$ cat src/rtl/sparse_code_tx.sv
// sparse_code_tx: streams the sparse 3-bit code set in ascending order over a
// valid/ready handshake for NUM_ROUNDS passes per start request. Each pass
// covers 000, 001, 010, 100 and 101.
// Optional build macro SPARSE_CODE_TX_ILLEGAL_EN: when it is defined, each
// pass covers all eight codes, and code_illegal_o flags 011, 110 and 111.
module sparse_code_tx #(
  parameter int unsigned NUM_ROUNDS = 1,
  parameter int unsigned GAP_CYCLES = 0
) (
  input  logic       clk_i,
  input  logic       rst_ni,
  input  logic       start_i,
  output logic [2:0] code_o,
  output logic       code_valid_o,
  input  logic       code_ready_i,
  output logic       code_illegal_o,
  output logic [7:0] round_o,
  output logic       busy_o,
  output logic       done_o
);

  if (NUM_ROUNDS < 1 || NUM_ROUNDS > 255 || GAP_CYCLES > 15) begin : g_param_check
    $error("sparse_code_tx: NUM_ROUNDS must be 1..255 and GAP_CYCLES 0..15");
  end

  typedef enum logic [1:0] {IDLE, SEND, GAP, DONE} state_t;

  state_t     state;
  logic [3:0] gap_cnt;
  logic [2:0] next_code;
  logic       wrap;
  logic [7:0] next_round;
  logic       last_round;

`ifdef SPARSE_CODE_TX_ILLEGAL_EN
  logic next_illegal;

  // Successor in the full 8-code sequence; the round wraps after 111.
  always_comb begin
    next_code    = code_o + 3'd1;
    wrap         = (code_o == 3'b111);
    next_illegal = (next_code == 3'b011) || (next_code == 3'b110) || (next_code == 3'b111);
  end
`else
  // Successor in the legal sparse sequence; the round wraps after 101.
  always_comb begin
    next_code = 3'b000;
    wrap      = 1'b0;
    unique case (code_o)
      3'b000:  next_code = 3'b001;
      3'b001:  next_code = 3'b010;
      3'b010:  next_code = 3'b100;
      3'b100:  next_code = 3'b101;
      default: begin
        next_code = 3'b000;
        wrap      = 1'b1;
      end
    endcase
  end

  assign code_illegal_o = 1'b0;
`endif

  // Round bookkeeping derived from the code currently presented.
  always_comb begin
    next_round = wrap ? round_o + 8'd1 : round_o;
    last_round = (round_o == 8'(NUM_ROUNDS - 1));
  end

  // Control FSM. All outputs are registered. During GAP, the current code and
  // round are held. The next code and round are loaded only on return to SEND,
  // so round_o changes in the same cycle as the first beat of the new round.
  always_ff @(posedge clk_i or negedge rst_ni) begin
    if (!rst_ni) begin
      state        <= IDLE;
      code_o       <= '0;
      code_valid_o <= 1'b0;
      round_o      <= '0;
      busy_o       <= 1'b0;
      done_o       <= 1'b0;
      gap_cnt      <= '0;
`ifdef SPARSE_CODE_TX_ILLEGAL_EN
      code_illegal_o <= 1'b0;
`endif
    end else begin
      unique case (state)
        IDLE: begin
          if (start_i) begin
            state        <= SEND;
            code_o       <= '0;
            code_valid_o <= 1'b1;
            busy_o       <= 1'b1;
            round_o      <= '0;
`ifdef SPARSE_CODE_TX_ILLEGAL_EN
            code_illegal_o <= 1'b0;
`endif
          end
        end
        SEND: begin
          if (code_ready_i) begin
            if (wrap && last_round) begin
              state        <= DONE;
              code_valid_o <= 1'b0;
              busy_o       <= 1'b0;
              done_o       <= 1'b1;
            end else if (GAP_CYCLES == 0) begin
              code_o  <= next_code;
              round_o <= next_round;
`ifdef SPARSE_CODE_TX_ILLEGAL_EN
              code_illegal_o <= next_illegal;
`endif
            end else begin
              state        <= GAP;
              code_valid_o <= 1'b0;
              gap_cnt      <= 4'(GAP_CYCLES);
            end
          end
        end
        GAP: begin
          gap_cnt <= gap_cnt - 4'd1;
          if (gap_cnt == 4'd1) begin
            state        <= SEND;
            code_valid_o <= 1'b1;
            code_o       <= next_code;
            round_o      <= next_round;
`ifdef SPARSE_CODE_TX_ILLEGAL_EN
            code_illegal_o <= next_illegal;
`endif
          end
        end
        DONE: begin
          state   <= IDLE;
          done_o  <= 1'b0;
          round_o <= '0;
          code_o  <= '0;
`ifdef SPARSE_CODE_TX_ILLEGAL_EN
          code_illegal_o <= 1'b0;
`endif
        end
        default: state <= IDLE;
      endcase
    end
  end

endmodule

$ cat config.mk
export PLATFORM = sky130hd
export DESIGN_NAME = sparse_code_tx
export DESIGN_NICKNAME = d
export VERILOG_FILES = /design/src/rtl/sparse_code_tx.sv
export SDC_FILE = /design/constraint.sdc
export NUM_CORES = 1
export LEC_CHECK = 0
export CAP_MARGIN = 20
export CORE_MARGIN = 2
export CORE_UTILIZATION = 45
export DETAILED_ROUTE_END_ITERATION = 16
export PLACE_DENSITY = 0.79
export SETUP_SLACK_MARGIN = 0.02
export SYNTH_ARGS = -nofsm -noshare
export SYNTH_HDL_FRONTEND = slang
export SYNTH_SLANG_ARGS = --single-unit
export TNS_END_PERCENT = 10
$ cat constraint.sdc
create_clock -name clk_i -period 2.7 [get_ports clk_i]
set_input_delay 0.54 -clock clk_i [delete_from_list [all_inputs] [get_ports clk_i]]
set_output_delay 0.54 -clock clk_i [all_outputs]
set_load 0.02 [all_outputs]
==> results.txt, run 1 <==
Cell Area, Synth -> 0.00122 mm²
antenna violations before repair -> 0
commonest non-fill, non-tap cells in the layout -> 20 x dfrtp_1, 17 x clkdlybuf4s50_1, 10 x ha_1
cells after synthesis -> 121
Clock Root Buffer -> clkbuf_4
total CTS buffers -> 3
clock network power share -> 0.224
Core ar. -> 0.00252 mm²
clock sinks -> 20
area delta synth->final -> 19.0%
Final Instance Area -> 0.00145 mm²
Yosys Warn Count -> 0
largest family of logic cells by synthesized area -> simple AND/OR/NAND/NOR gates
Skew-Pair Late Insertion Delay -> 0.32 ns
Initial DRC Count -> 27
Synth cell types -> 45
# fillers -> 229
status -> finished, final reports clean
Setup TNS -> 0 ns
post-cts hold buffer count -> 0
flops & latches, synth -> 20
detailed placement HPWL -> 1750 µm
WS Path Type -> reg2reg
max-slew violations -> 0
max_cap viols -> 0
hold crit path type -> reg2reg
chip height -> 56.1 µm
NumNets Final -> 152
post-route ant nets -> 0
Crit. End Element -> flop
WL/cell -> 14.9 µm
Final Core Density -> 0.576
I/O pin cnt -> 19
power density cells -> 773 mW/mm²
Synth Flop Type -> dfrtp_1
Worst-path clk slew -> 0.13 ns
Hold WS -> 0.489 ns
CP top delay family -> compound AO/OA/AOI/OAI gates
slowest cell on the critical path -> o221ai_1
Async S/R FF share, synth -> 1.00
Worst Path Required -> 2.87 ns
Post-synth EDFFs -> 0
CTS tree -> built
Comb pwr share -> 0.372
proportion of synthesized area in mux cells -> 0.0266
share of layout cells above drive strength 1 -> 0.0876
num rows -> 18
Buf+Inv Stages, Crit Path -> 2
Buffers on Ports -> 17
peak supply drop -> 566 µV
DIE AREA -> 0.00315 mm²
P_sw -> 0.411 mW
total number of vias -> 970
total power -> 1.12 mW
die width -> 56.1 µm
internal power -> 0.713 mW
GR Overflow Total -> 0
CTS H-Tree Depth -> 1
n_diodes -> 0
GRT Total Usage -> 0.165
Layout Skew -> 0.0149 ns
leakage power -> 0.658 nW
placement-stage cell area -> 0.00140 mm²
post-synthesis sequential area ratio -> 0.410
fmax -> 0.437 GHz
DRC violations left -> 0
Via density -> 5.81
largest net degree at the start of global routing -> 21
Finish-stage setup viols -> 0
Tcrit/Tclk final -> 0.847
DRT Wirelength -> 2490 µm
register share of total power -> 0.403
first-pass GRT wire length -> 4150 µm
startpoint types -> flop
relative slew slack -> 0.390
XOR/XNOR Fraction of Synth Area -> 0.0215
vias in the first global route -> 925
most common cell after layout, fill and taps aside -> dfrtp_1
Synth Area per Inst -> 10.1 µm²
Clock Path Buffers -> 2
Final Hold Viols -> 0
RSZ-0062 raised after global routing -> no
Sw Ratio -> 0.366
Worst Max-Slew Pin Slew -> 0.914 ns
Initial Util -> 0.484
post-synth top area cell -> dfrtp_1
Cell Chain, Critical Path -> inv_1 -> ha_1 -> inv_1 -> o221ai_1 -> or2_1 -> o221ai_1
crit-path max cell delay -> 0.71 ns
RePlAce Congestion -> 0.823
post-CTS sizing -> 0
crit path DAT -> 2.46 ns
compound-cell area share of the yosys netlist -> 0.178
fraction of the mapped netlist area in simple logic gates -> 0.192
maximum fanout along the worst path -> 11
post-synth net total -> 135
Tmin final -> 2.29 ns
top-area cell type share of the netlist area -> 0.410
drt pass-1 iters -> 4
top cells by area, synth -> dfrtp_1 41%, ha_1 10%, a22o_1 3.6%
post-synthesis adder-cell area fraction -> 0.112
setup bufs post-CTS -> 0
[worst reg2reg max path: stages, from the launching register on]
cell,delay (ns)
dfrtp_1,0.45
inv_1,0.13
ha_1,0.24
inv_1,0.11
o221ai_1,0.71
or2_1,0.33
o221ai_1,0.18
[layer usage]
metal / vias to the layer above / track usage / wire (µm)
met5: - / 0 / 0
met4: 0 / 0.0476 / 20
met3: 4 / 0.0465 / 115
met2: 28 / 0.259 / 1190
met1: 465 / 0.221 / 1160
li1: 473 / - / -
[area by class of cell]
cell class / instances / area [µm²] / share of cell area
Tap cell: 30 / 37.5 / 0.0258
Multi-Input combinational cell: 86 / 651 / 0.448
Sequential cell: 20 / 500 / 0.345
Timing Repair Buffer: 18 / 178 / 0.122
Inverter: 9 / 33.8 / 0.0233
Clock buffer: 3 / 22.5 / 0.0155
Clock inverter: 1 / 30.0 / 0.0207
[kinds of logic after synthesis]
kind of cell,count (synthesis)
AOI/OAI and AO/OA,30
DFF,20
buffers and inverters,15
muxes,3
adders and majority gates,11
xor gates and xnor gates,3
other,1
and+or+nand+nor,38
[path summary, 6_finish.rpt]
kind                            start          to  slack [ns]  cells past startpoint
max                          state[1]  round_o[1]        0.41                      6
min                        gap_cnt[3]  gap_cnt[3]        0.49                      1
max reg2reg                  state[1]  round_o[1]        0.41                      6
min reg2reg                gap_cnt[3]  gap_cnt[3]        0.49                      1
max in group asynchronous      rst_ni   code_o[0]        1.94                      2
min in group asynchronous      rst_ni  gap_cnt[0]        0.54                      2
[registers in the layout (all words and copies together), names as in the netlist]
name,flops
round_o,8
gap_cnt,4
code_o,3
state,2
busy_o,1
code_valid_o,1
done_o,1
[stage by stage]
stage | std cells | setup WS, ns
after CTS | 167 | 0.441
final | 167 | 0.413
after floorplan | 121 | 0.790
after global placement | 163 | 0.371
after global routing | 167 | 0.184
after detailed placement | 163 | 0.336
[power by group through the flow]
stage / logic, mW / clock network, mW / registers [mW]
6_report: 0.418 / 0.252 / 0.453
5_1_grt: 0.451 / 0.266 / 0.464
4_1_cts: 0.419 / 0.251 / 0.450
3_5_place_dp: 0.417 / 0 / 0.453
3_3_place_gp: 0.413 / 0 / 0.446
2_1_floorplan: 0.195 / 0 / 0.502
[Yosys cell counts (all sizes together), types with 2 or more instances]
cell type,n
inv,9
mux2,2
nand2,5
xor2,2
o21ai,7
nor2,5
a21oi,3
a22o,5
a211o,3
o211ai,2
nor3,2
nand3,6
buf,4
or4b,2
o221ai,3
o31ai,4
or3,2
nand4,3
clkbuf,2
nor3b,3
dfrtp,20
ha,10
No activity file was read; power rests on OpenSTA's default activity.
==> run 2, diff against run 1 <==
Settings changed: PLACE_DENSITY 0.79 to 0.81.
Clock period 2.7 ns to 1.9 ns, I/O delays scaled along.
==> results.txt, run 2 (synthesis results as in run 1) <==
biggest regs -> round_o x8, gap_cnt x4, code_o x3
startpoint types -> flop
placed cell count -> 183
WL/cell -> 15.7 µm
post-route ant nets -> 0
I/O pin cnt -> 19
power density cells -> 995 mW/mm²
share of layout cells above drive strength 1 -> 0.268
post-cts hold buffer count -> 0
CTS H-Tree Depth -> 1
Buffers on Ports -> 17
chip height -> 56.1 µm
GRT Total Usage -> 0.190
Final Hold Viols -> 0
Buf+Inv Stages, Crit Path -> 1
Largest register FFs -> 8
DRC violations left -> 0
WS Path Type -> reg2out
antenna violations before repair -> 0
max-slew violations -> 0
Cell Chain, Critical Path -> clkdlybuf4s50_1
largest net degree at the start of global routing -> 21
peak supply drop -> 742 µV
R2R depth -> 8
most common cell after layout, fill and taps aside -> buf_4
RSZ-0062 raised after global routing -> yes
total CTS buffers -> 3
die width -> 56.1 µm
Setup TNS -> 0 ns
Most flops, register -> round_o
crit-path max cell delay -> 0.67 ns
GR Overflow Total -> 0
Clock Root Buffer -> clkbuf_4
crit path DAT -> 1.50 ns
crit path from -> round_o[2]
status -> finished, final reports clean
Initial DRC Count -> 51
multi-input logic area -> 701 µm²
clock sinks -> 20
reg2reg start -> round_o[0]
Worst Path Required -> 1.52 ns
Tmin final -> 1.88 ns
Tcrit/Tclk final -> 0.989
NumNets Final -> 172
slowest cell on the critical path -> clkdlybuf4s50_1
Via density -> 5.93
num rows -> 18
max_cap viols -> 0
Layout Skew -> 0.00319 ns
Finish-stage setup viols -> 0
setup bufs post-CTS -> 0
Register Area -> 503 µm²
commonest non-fill, non-tap cells in the layout -> 21 x buf_4, 18 x dfrtp_1, 14 x clkdlybuf4s50_1
drt pass-1 iters -> 4
vias in the first global route -> 1069
first-pass GRT wire length -> 4770 µm
hold crit path type -> in2async
fmax -> 0.532 GHz
DIE AREA -> 0.00315 mm²
# fillers -> 185
Clock Path Buffers -> 2
r2r endpoint -> round_o[2]
Initial Util -> 0.484
area delta synth->final -> 34.8%
Core ar. -> 0.00252 mm²
DRT Wirelength -> 2940 µm
detailed placement HPWL -> 2150 µm
total number of vias -> 1108
n_diodes -> 0
Skew-Pair Late Insertion Delay -> 0.32 ns
non-filler instance count after layout -> 187
Worst-path clk slew -> 0.12 ns
total power -> 1.64 mW
RePlAce Congestion -> 0.927
maximum fanout along the worst path -> 9
Final Core Density -> 0.653
CTS tree -> built
Crit. End Element -> output port
CP top delay family -> buffers and inverters
leakage power -> 0.803 nW
Reg2Reg Setup Slack -> 0.06 ns
==> run 2: layout make-up <==
| cell class | instances | share of cell area |
|---|---|---|
| clock buffer | 4 | 0.0220 |
| inverter | 9 | 0.0205 |
| multi-input combinational | 86 | 0.426 |
| sequential | 20 | 0.305 |
| tap | 30 | 0.0228 |
| timing repair buffer | 38 | 0.204 |
==> run 2: layer usage <==
| layer | GRT usage | vias up | wire [µm] |
|---|---|---|---|
| met5 | 0 | - | 0 |
| met1 | 0.217 | 534 | 1180 |
| met2 | 0.339 | 50 | 1550 |
| met4 | 0.0714 | 0 | 41 |
| li1 | - | 519 | - |
| met3 | 0.0465 | 5 | 169 |
==> run 2: worst reg2reg max path, cell delays in order, from the launching register on <==
cell,delay (ns)
dfrtp_2,0.42
inv_1,0.08
ha_1,0.17
nor4b_4,0.19
buf_4,0.15
and4b_4,0.28
nor3_2,0.06
buf_4,0.15
a32o_1,0.25
==> run 2: how the worst max path moves through the flow <==
stage	slack (ns)	cells past startpoint	to
floorplan	0.04	7	round_o[2]
global placement	-0.02	6	code_o[1]
detailed placement	-0.04	6	code_o[0]
CTS	0.03	1	round_o[2]
global route	-0.03	8	round_o[2]
finish	0.02	1	round_o[2]
==> run 2: what timing repair did <==
action                                  4_1_cts  5_1_grt
pin swaps                                     0        1
endpoints found under the setup margin       12       13
resized for setup                             3       11
==> run 2: power by group <==
part	switching [mW]	internal [mW]	leakage, nW
clock network	0.147	0.117	0.0210
logic	0.386	0.384	0.529
registers	0.0965	0.507	0.253
total	0.630	1.01	0.803
==> run 2: through the flow <==
step,setup WS (ns),cell area (µm²),hold slack [ns]
2_1_floorplan,0.0384,1230,0.0844
3_3_place_gp,-0.0224,1560,0.457
3_5_place_dp,-0.0439,1560,0.467
4_1_cts,0.0311,1610,0.390
5_1_grt,-0.0294,1650,0.418
6_report,0.0210,1650,0.387
==> run 3, diff against run 2 <==
Settings changed: PLACE_DENSITY 0.81 to 0.79.
Clock period 1.9 ns to 1.95 ns, I/O delays scaled along.
==> results.txt, run 3 (synthesis results as in run 1) <==
vias in the first global route -> 1077
DRT Wirelength -> 3020 µm
internal power -> 0.977 mW
first-pass GRT wire length -> 5020 µm
register share of total power -> 0.380
Skew-Pair Late Insertion Delay -> 0.31 ns
Final Hold Viols -> 0
total power -> 1.60 mW
Largest register FFs -> 8
total CTS buffers -> 3
chip height -> 56.1 µm
largest net degree at the start of global routing -> 21
area delta synth->final -> 32.6%
RSZ-0062 raised after global routing -> yes
biggest regs -> round_o x8, gap_cnt x4, code_o x3
Clock Path Buffers -> 2
Buffers on Ports -> 17
CTS tree -> built
die width -> 56.1 µm
Clock Root Buffer -> clkbuf_4
M3 GR Usage -> 0.0651
maximum fanout along the worst path -> 5
Setup TNS -> 0 ns
Worst Path Required -> 1.56 ns
# fillers -> 199
startpoint types -> flop
P_sw -> 0.620 mW
Tmin final -> 1.86 ns
WL/cell -> 16.3 µm
Initial DRC Count -> 32
antenna violations before repair -> 0
hold crit path type -> in2async
NumNets Final -> 170
Core ar. -> 0.00252 mm²
post-route ant nets -> 0
dpl ws -> -0.126 ns
Tcrit/Tclk final -> 0.956
Sw Ratio -> 0.388
DRC violations left -> 0
global routing usage on met1 -> 0.258
I/O pin cnt -> 19
detailed placement HPWL -> 2050 µm
DIE AREA -> 0.00315 mm²
WS Path Type -> reg2out
fmax -> 0.536 GHz
min setup slack post-route -> 0.0858 ns
crit path DAT -> 1.47 ns
n_diodes -> 0
Reg2Reg Setup Slack -> 0.11 ns
Comb pwr share -> 0.459
Crit. End Element -> output port
max-slew violations -> 0
RePlAce Congestion -> 0.887
Most flops, register -> round_o
Layout Skew -> 0.00897 ns
total number of vias -> 1105
commonest non-fill, non-tap cells in the layout -> 19 x dfrtp_1, 19 x buf_4, 15 x clkdlybuf4s50_1
Finish-stage setup viols -> 0
Via density -> 5.97
clock sinks -> 20
GRT Total Usage -> 0.199
share of layout cells above drive strength 1 -> 0.245
Worst-path clk slew -> 0.13 ns
peak supply drop -> 823 µV
max_cap viols -> 0
CTS H-Tree Depth -> 1
leakage power -> 0.762 nW
GR Overflow Total -> 0
power density cells -> 986 mW/mm²
Top Usage Layer GRT -> met2
clock network power share -> 0.161
num rows -> 18
Final Core Density -> 0.642
status -> finished, final reports clean
Initial Util -> 0.484
M2 GR Usage -> 0.319
drt pass-1 iters -> 4
[run 3: routing by layer]
| layer | vias up | wire length [µm] | share of wire |
|---|---|---|---|
| met4 | 0 | 56 | 0.019 |
| met2 | 37 | 1490 | 0.49 |
| met1 | 551 | 1320 | 0.44 |
| met5 | - | 0 | 0 |
| met3 | 6 | 147 | 0.049 |
| li1 | 511 | - | - |
[run 3: per-stage QoR]
stage / hold slack, ns / instances / cell area (µm²)
6_report: 0.398 / 185 / 1620
5_1_grt: 0.410 / 185 / 1620
2_1_floorplan: 0.0944 / 121 / 1220
3_5_place_dp: 0.471 / 180 / 1530
3_3_place_gp: 0.457 / 180 / 1530
4_1_cts: 0.397 / 184 / 1580
[run 3: worst max-delay path: stages, from the launching register on]
cell and delay (ns):
dfrtp_1 0.41, buf_4 0.15, clkdlybuf4s50_1 0.60
[run 3: worst paths after layout]
check	start	endpoint	cells after the start
worst min-delay path	rst_ni	gap_cnt[2]	2
worst min register to register	gap_cnt[3]	gap_cnt[3]	1
max in group asynchronous	rst_ni	round_o[2]	2
worst max register to register	state[0]	round_o[3]	6
min in group clk_i	gap_cnt[3]	gap_cnt[3]	1
worst max-delay path	round_o[4]	round_o[4]	2
[run 3: layout make-up]
type                    count  area [µm²]  area share
flip-flops and latches     20         502       0.310
repair buffers             36         318       0.196
well taps                  30        37.5      0.0232
multi-input cells          86         692       0.427
clock buffers               4        36.3      0.0224
inverters                   9        33.8      0.0209
[run 3: power by group through the flow]
stage / combinational (mW) / clock, mW / sequential (mW)
detailed placement: 0.698 / 0 / 0.597
global route: 0.796 / 0.278 / 0.623
floorplan: 0.270 / 0 / 0.696
finish: 0.732 / 0.257 / 0.607
global placement: 0.681 / 0 / 0.585
CTS: 0.711 / 0.262 / 0.594
[run 3: what timing repair did]
item | CTS | global route
gates resized for setup | 3 | 9
hold endpoints to repair | 0 | 0
cloned | 0 | 0
pin swaps | 0 | 1
setup endpoints to repair | 13 | 15
hold buffers | 0 | 0
buffers inserted | 0 | 2
